File: src/rtl/weight_bram_streamer.sv
// weight_bram_streamer: streams one frequency of BRAM words through round/shift/saturate to AXI-Stream.
// Define WBS_SAT_FLAG_EN to enable the sticky sat_flag output.
module weight_bram_streamer #(
  parameter int IN_WIDTH    = 48,
  parameter int OUT_WIDTH   = 16,
  parameter int ADDR_WIDTH  = 32,
  parameter int RD_INCREASE = 6,
  parameter int MIC_NUM     = 8,
  parameter int SOR_NUM     = 2,
  parameter int FREQ_NUM    = 257,
  parameter int LATENCY     = 3,
  parameter int SHIFT       = 16
) (
  input  logic                   clk,
  input  logic                   rst_n,
  input  logic                   start,
  output logic [ADDR_WIDTH-1:0]  bram_rd_addr,
  output logic                   bram_rd_en,
  input  logic [IN_WIDTH-1:0]    bram_rd_real,
  input  logic [IN_WIDTH-1:0]    bram_rd_imag,
  output logic [2*OUT_WIDTH-1:0] m_tdata,
  output logic                   m_tvalid,
  input  logic                   m_tready,
  output logic                   m_tlast,
  output logic [8:0]             m_tuser,
  output logic                   busy,
  output logic                   done,
  output logic                   all_freq_finish,
  output logic                   sat_flag
);
  localparam int PER_FREQ = MIC_NUM * SOR_NUM;
  localparam int DEPTH = LATENCY + 1;
  localparam int PW = $clog2(DEPTH);
  localparam int CW = $clog2(DEPTH + 1);
  localparam int KW = $clog2(PER_FREQ + 1);
  localparam logic signed [IN_WIDTH:0] RND  = (IN_WIDTH+1)'(1) << (SHIFT - 1);
  localparam logic signed [IN_WIDTH:0] OMAX = ((IN_WIDTH+1)'(1) << (OUT_WIDTH - 1)) - (IN_WIDTH+1)'(1);
  localparam logic signed [IN_WIDTH:0] OMIN = -OMAX - (IN_WIDTH+1)'(1);

  typedef enum logic [1:0] {IDLE, RUN, DRAIN} state_t;

  function automatic logic signed [IN_WIDTH:0] rnd_shift(input logic [IN_WIDTH-1:0] x);
    return ($signed({x[IN_WIDTH-1], x}) + RND) >>> SHIFT;
  endfunction

  function automatic logic [OUT_WIDTH-1:0] sat_val(input logic [IN_WIDTH-1:0] x);
    logic signed [IN_WIDTH:0] s;
    s = rnd_shift(x);
    return s > OMAX ? OMAX[OUT_WIDTH-1:0] : s < OMIN ? OMIN[OUT_WIDTH-1:0] : s[OUT_WIDTH-1:0];
  endfunction

  state_t state_q, state_d;
  logic [8:0] freq_idx_q, freq_idx_d;
  logic [KW-1:0] k_q, k_d;
  logic [LATENCY-1:0] pipe_q, pipe_d, lpipe_q, lpipe_d;
  logic [2*OUT_WIDTH-1:0] dat_q [DEPTH];
  logic [2*OUT_WIDTH-1:0] dat_d [DEPTH];
  logic [DEPTH-1:0] last_q, last_d;
  logic [PW-1:0] wp_q, wp_d, rp_q, rp_d;
  logic [CW-1:0] cnt_q, cnt_d, infl;
  logic done_q, done_d, fin_q, fin_d;
  logic issue, cap, pop, accept;

  // Reads in flight are counted against FIFO space so backpressure never drops data.
  always_comb begin
    infl = '0;
    for (int i = 0; i < LATENCY; i++) infl = infl + CW'(pipe_q[i]);
  end

  assign m_tvalid = cnt_q != '0;
  assign pop = m_tvalid & m_tready;
  assign cap = pipe_q[LATENCY-1];
  assign accept = start && state_q == IDLE && !done_q;
  assign issue = state_q == RUN && k_q != KW'(PER_FREQ) && int'(infl) + int'(cnt_q) < DEPTH;
  assign bram_rd_en = issue;
  assign bram_rd_addr = issue ? ADDR_WIDTH'((int'(freq_idx_q) * PER_FREQ + int'(k_q)) * RD_INCREASE) : '0;
  assign m_tdata = dat_q[rp_q];
  assign m_tlast = m_tvalid && last_q[rp_q];
  assign m_tuser = freq_idx_q;
  assign busy = state_q != IDLE;
  assign done = done_q;
  assign all_freq_finish = fin_q;

  always_comb begin
    state_d = state_q;
    freq_idx_d = freq_idx_q;
    k_d = k_q;
    done_d = 1'b0;
    fin_d = fin_q;
    pipe_d = LATENCY'({pipe_q, issue});
    lpipe_d = LATENCY'({lpipe_q, issue && k_q == KW'(PER_FREQ - 1)});
    dat_d = dat_q;
    last_d = last_q;
    wp_d = wp_q;
    rp_d = rp_q;
    cnt_d = cnt_q + CW'(cap) - CW'(pop);
    if (cap) begin
      dat_d[wp_q] = {sat_val(bram_rd_imag), sat_val(bram_rd_real)};
      last_d[wp_q] = lpipe_q[LATENCY-1];
      wp_d = wp_q == PW'(DEPTH - 1) ? '0 : wp_q + PW'(1);
    end
    if (pop) rp_d = rp_q == PW'(DEPTH - 1) ? '0 : rp_q + PW'(1);
    unique case (state_q)
      IDLE: if (accept) begin
        state_d = RUN;
        k_d = '0;
        fin_d = 1'b0;
      end
      RUN: begin
        if (issue) k_d = k_q + KW'(1);
        if (issue && k_q == KW'(PER_FREQ - 1)) state_d = DRAIN;
      end
      DRAIN: if (pop && m_tlast) begin
        state_d = IDLE;
        done_d = 1'b1;
        freq_idx_d = freq_idx_q == 9'(FREQ_NUM - 1) ? '0 : freq_idx_q + 9'(1);
        fin_d = freq_idx_q == 9'(FREQ_NUM - 1);
      end
      default: state_d = IDLE;
    endcase
  end

  always_ff @(posedge clk or negedge rst_n) begin
    if (!rst_n) begin
      state_q <= IDLE;
      freq_idx_q <= '0;
      k_q <= '0;
      pipe_q <= '0;
      lpipe_q <= '0;
      dat_q <= '{default: '0};
      last_q <= '0;
      wp_q <= '0;
      rp_q <= '0;
      cnt_q <= '0;
      done_q <= 1'b0;
      fin_q <= 1'b0;
    end else begin
      state_q <= state_d;
      freq_idx_q <= freq_idx_d;
      k_q <= k_d;
      pipe_q <= pipe_d;
      lpipe_q <= lpipe_d;
      dat_q <= dat_d;
      last_q <= last_d;
      wp_q <= wp_d;
      rp_q <= rp_d;
      cnt_q <= cnt_d;
      done_q <= done_d;
      fin_q <= fin_d;
    end
  end

`ifdef WBS_SAT_FLAG_EN
  function automatic logic is_sat(input logic [IN_WIDTH-1:0] x);
    logic signed [IN_WIDTH:0] s;
    s = rnd_shift(x);
    return s > OMAX || s < OMIN;
  endfunction

  logic [DEPTH-1:0] fsat_q, fsat_d;
  logic sat_q, sat_d;

  always_comb begin
    fsat_d = fsat_q;
    if (cap) fsat_d[wp_q] = is_sat(bram_rd_real) || is_sat(bram_rd_imag);
    sat_d = sat_q | (pop & fsat_q[rp_q]);
  end

  always_ff @(posedge clk or negedge rst_n) begin
    if (!rst_n) begin
      fsat_q <= '0;
      sat_q <= 1'b0;
    end else begin
      fsat_q <= fsat_d;
      sat_q <= sat_d;
    end
  end

  assign sat_flag = sat_q;
`else
  assign sat_flag = 1'b0;
`endif
endmodule

File: config.mk
export PLATFORM = sky130hd
export DESIGN_NAME = weight_bram_streamer
export DESIGN_NICKNAME = d
export VERILOG_FILES = /design/src/rtl/weight_bram_streamer.sv
export SDC_FILE = /design/constraint.sdc
export NUM_CORES = 1
export LEC_CHECK = 0
export ABC_AREA = 1
export CAP_MARGIN = 20
export CORE_MARGIN = 5
export CORE_UTILIZATION = 25
export CTS_CLUSTER_DIAMETER = 60
export DETAILED_ROUTE_END_ITERATION = 8
export DONT_BUFFER_PORTS = 1
export GPL_TIMING_DRIVEN = 0
export MAX_ROUTING_LAYER = met4
export PLACE_DENSITY_LB_ADDON = 0.3
export RECOVER_POWER = 25
export SLEW_MARGIN = 20
export SYNTH_ARGS = -nofsm -noshare
export SYNTH_HDL_FRONTEND = slang
export SYNTH_SLANG_ARGS = --single-unit
File: constraint.sdc
create_clock -name clk -period 4.52 [get_ports clk]
set_input_delay 0.678 -clock clk [delete_from_list [all_inputs] [get_ports clk]]
set_output_delay 0.678 -clock clk [all_outputs]
set_load 0.02 [all_outputs]
==> results.md <==
| Item | Value | Unit |
|---|---|---|
| Leak | 6.01 | nW |
| Clock tree sinks | 163 | - |
| Number of violations of the max-capacitance limit | 0 | - |
| Vias in the first global route | 10.1k | - |
| Fraction of layout cells with a size suffix above 1 | 8.07 | % |
| Layout Nets | 1773 | - |
| Final critical-path required period | 4.18 | ns |
| Clock latency on the worst-skew pair | 0.43 | ns |
| CP Launch Type | flop | - |
| Number of setup buffers added after CTS | 0 | - |
| Die Footprint | 47900 | µm² |
| Vias | 10.2k | - |
| Maximum resistive drop on vdd | 0.000334 | V |
| Antenna violations before repair | 0 | - |
| Starting utilization of the core area | 25.3 | % |
| Cell at the root of the clock tree | sky130_fd_sc_hd__clkbuf_16 | - |
| Cell area after synthesis | 10900 | µm² |
| Netlist cell types | 37 | - |
| Worst Path Required | 3.84 | ns |
| Final Cycle Share | 92.6 | % |
| Clock transition at the register clock pins on the worst setup and hold paths after CTS | 0.06 | ns |
| Grt ovf | 0 | - |
| Final critical-path setup slack | 0.337 | ns |
| H-tree levels | 4 | - |
| Leading cell type in the layout, fill and taps excluded | sky130_fd_sc_hd__nand2_1 | - |
| Worst setup slack for register-to-register paths | 2.17 | ns |
| Maximum net fanout on the critical path | 5 | - |
| DP HPWL | 26300 | µm |
| Max Root-Sink Buffers | 2 | - |
| Highest Clock Rate | 239 | MHz |
| Total power per unit cell area | 627 | nW/µm² |
| Port-buffer cells | 0 | - |
| Failing checks | hold timing | - |
| Worst stage delay on the critical path | 0.53 | ns |
| Number of DRC markers after the initial detailed-route iteration | 769 | - |
| Depth of the most critical reg-to-reg path | 9 | - |
| CP Class | flop to output port | - |
| Largest net degree at the start of global routing | 164 | - |
| Worst setup slack before clock tree synthesis | 0.718 | ns |
| Placement Rows | 76 | - |
| Clock Skew | 0.00958 | ns |
| Layout-stage area growth over the synthesis result | 11.9 | % |
| Height of the die | 219 | µm |
| Post-synthesis sequential element count | 163 | - |
| DRC violation count after routing | 0 | - |
| Total power | 7.65 | mW |
| Worst endpoint data arrival time | 3.51 | ns |
| Final Hold Vio Count | 47 | - |
| Endpoints failing setup | 0 | - |
| Setup repair after global routing missed its margin | no | - |
| Drt pass-1 iters | 6 | - |
| Setup TNS | 0 | ns |
| Rel. slew slack | 44.1 | % |
| Commonest cells after routing, fill and taps aside | 650 x sky130_fd_sc_hd__nand2_1, 209 x sky130_fd_sc_hd__nor2_1, 163 x sky130_fd_sc_hd__dfrtp_1 | - |
| Global-route wire length before repair | 54900 | µm |
| Antenna viol nets, final | 0 | - |
| Post-synthesis cell count | 1604 | - |
| Fraction of the yosys area taken by sequential cells | 37.4 | % |
| Core Box Area | 43200 | µm² |
| Antenna diode count | 0 | - |
| Number of buffers added by the clock tree synthesis step | 17 | - |
| Mean Syn Cell Area | 6.80 | µm² |
| Synthesis Warnings | 0 | - |
| Detail-routed via count per cell | 4.57 | - |
| Die width | 219 | µm |
| Min-Delay Path Class | primary input to asynchronous set/reset pin | - |
| GP Congestion | 0.940 | - |
| Hold_ws | -0.0362 | ns |
| Outcome | finished with violations | - |
| Average wire per cell in the routed design | 15.6 | µm |
| Clock tree from TritonCTS | built | - |
| Number of placed I/O pins | 180 | - |
| Worst slew pin tran | 0.830 | ns |
| Total wire length after detailed routing | 34900 | µm |
| CP Capture Type | output port | - |
| Worst-path cell chain | ha_1 > ha_1 > nand3_1 > nor2_1 > xor2_1 > ha_1 > nand2_1 > nor3_1 > nand3_1 > o2111ai_1 > nand3_1 > nand2_1 > a21oi_1 > nor2_1 | - |
| Max Slew Vio Count | 0 | - |
| Standard cell with the maximum stage delay on the critical path | sky130_fd_sc_hd__dfrtp_1 | - |
| Overall Global Routing Usage | 14.9 | % |
==> state kept, by name (all words and copies together) (netlist names) <==
signal	count
dat_q	128
m_tuser	9
k_q	5
last_q	4
cnt_q	3
lpipe_q	3
pipe_q	3
rp_q	2
state_q	2
wp_q	2
all_freq_finish	1
done	1
==> cells by family after synthesis <==
group | count (synthesis) | synth area share, %
adder cells (fa/ha/maj) | 34 | 4.11
XOR/XNOR | 45 | 3.61
AO/OA/AOI/OAI | 174 | 8.60
flip-flops | 163 | 37.4
buffers and inverters | 180 | 7.39
AND/OR/NAND/NOR | 1007 | 38.9
other | 1 | 0.0344
==> report_power, final <==
part | internal [mW] | switching [mW] | total (mW)
Combinational | 1.09 | 2.74 | 3.83
Clock | 0.706 | 0.606 | 1.31
Sequential | 2.13 | 0.377 | 2.51
Total | 3.93 | 3.72 | 7.65
==> metal layers <==
metal  GRT usage [%]  vias to the layer above  routed length (µm)
li1                -                     5067                   -
met1            19.6                     4809               15800
met2            23.6                      290               16000
met3            3.06                       43                2490
met4            3.64                        0                 643
met5               -                        -                   0
==> repair_timing <==
item / 4_1_cts / 5_1_grt
endpoints found under the hold margin: 163 / 163
resized for setup: 0 / 1
endpoints found under the setup margin: 0 / 1
==> cell usage after synthesis (all sizes together) <==
library cell  count  share of area [%]
a21boi            2               0.14
a21oi            26                1.2
a221oi            1              0.080
a31oi             3               0.17
buf              33                2.3
clkbuf           36                1.2
conb              1              0.034
dfrtp           163                 37
fa                3               0.55
ha               31                3.6
inv             111                3.8
nand2           699                 26
nand3            49                2.3
nand3b           16                1.1
nand4             3               0.17
nor2            227                8.6
nor3              8               0.37
nor3b             2               0.14
nor4              3               0.17
o2111ai           1              0.080
o21a              2               0.14
o21ai           103                4.7
o22ai            35                2.0
o31ai             1              0.069
xnor2            14                1.1
xor2             31                2.5
==> critical path: cells and delay by family (launching register included) <==
family                   cells  cell delay [ns]
AO/OA/AOI/OAI                2             0.26
XOR/XNOR                     1             0.12
adder cells (fa/ha/maj)      3             0.87
flip-flops                   1             0.53
AND/OR/NAND/NOR              8             1.29
==> worst paths after layout <==
path | from | endpoint
max | m_tuser[0] | bram_rd_addr[16]
min | rst_n | dat_q[101]
max reg2reg | cnt_q[1] | m_tuser[7]
min reg2reg | lpipe_q[0] | lpipe_q[1]
max in group asynchronous | rst_n | m_tuser[8]
min in group clk | lpipe_q[0] | lpipe_q[1]
==> stage by stage <==
stage | utilization, % | cells | cell area, µm²
finish | 28.3 | 2234 | 12200
global placement | 27.1 | 2205 | 11700
floorplan | - | 1620 | 11000
detailed placement | 27.1 | 2205 | 11700
global route | 28.3 | 2234 | 12200
CTS | 28.3 | 2234 | 12200
==> cell type report <==
| class | instances | area, µm² |
|---|---|---|
| Clock inverter | 9 | 60.1 |
| Tap cell | 585 | 732 |
| Buffer | 69 | 389 |
| Inverter | 111 | 417 |
| Fill cell | 4870 | 31000 |
| Sequential cell | 163 | 4080 |
| Clock buffer | 20 | 447 |
| Multi-Input combinational cell | 1277 | 6090 |
(Power assumes the default switching activity.)
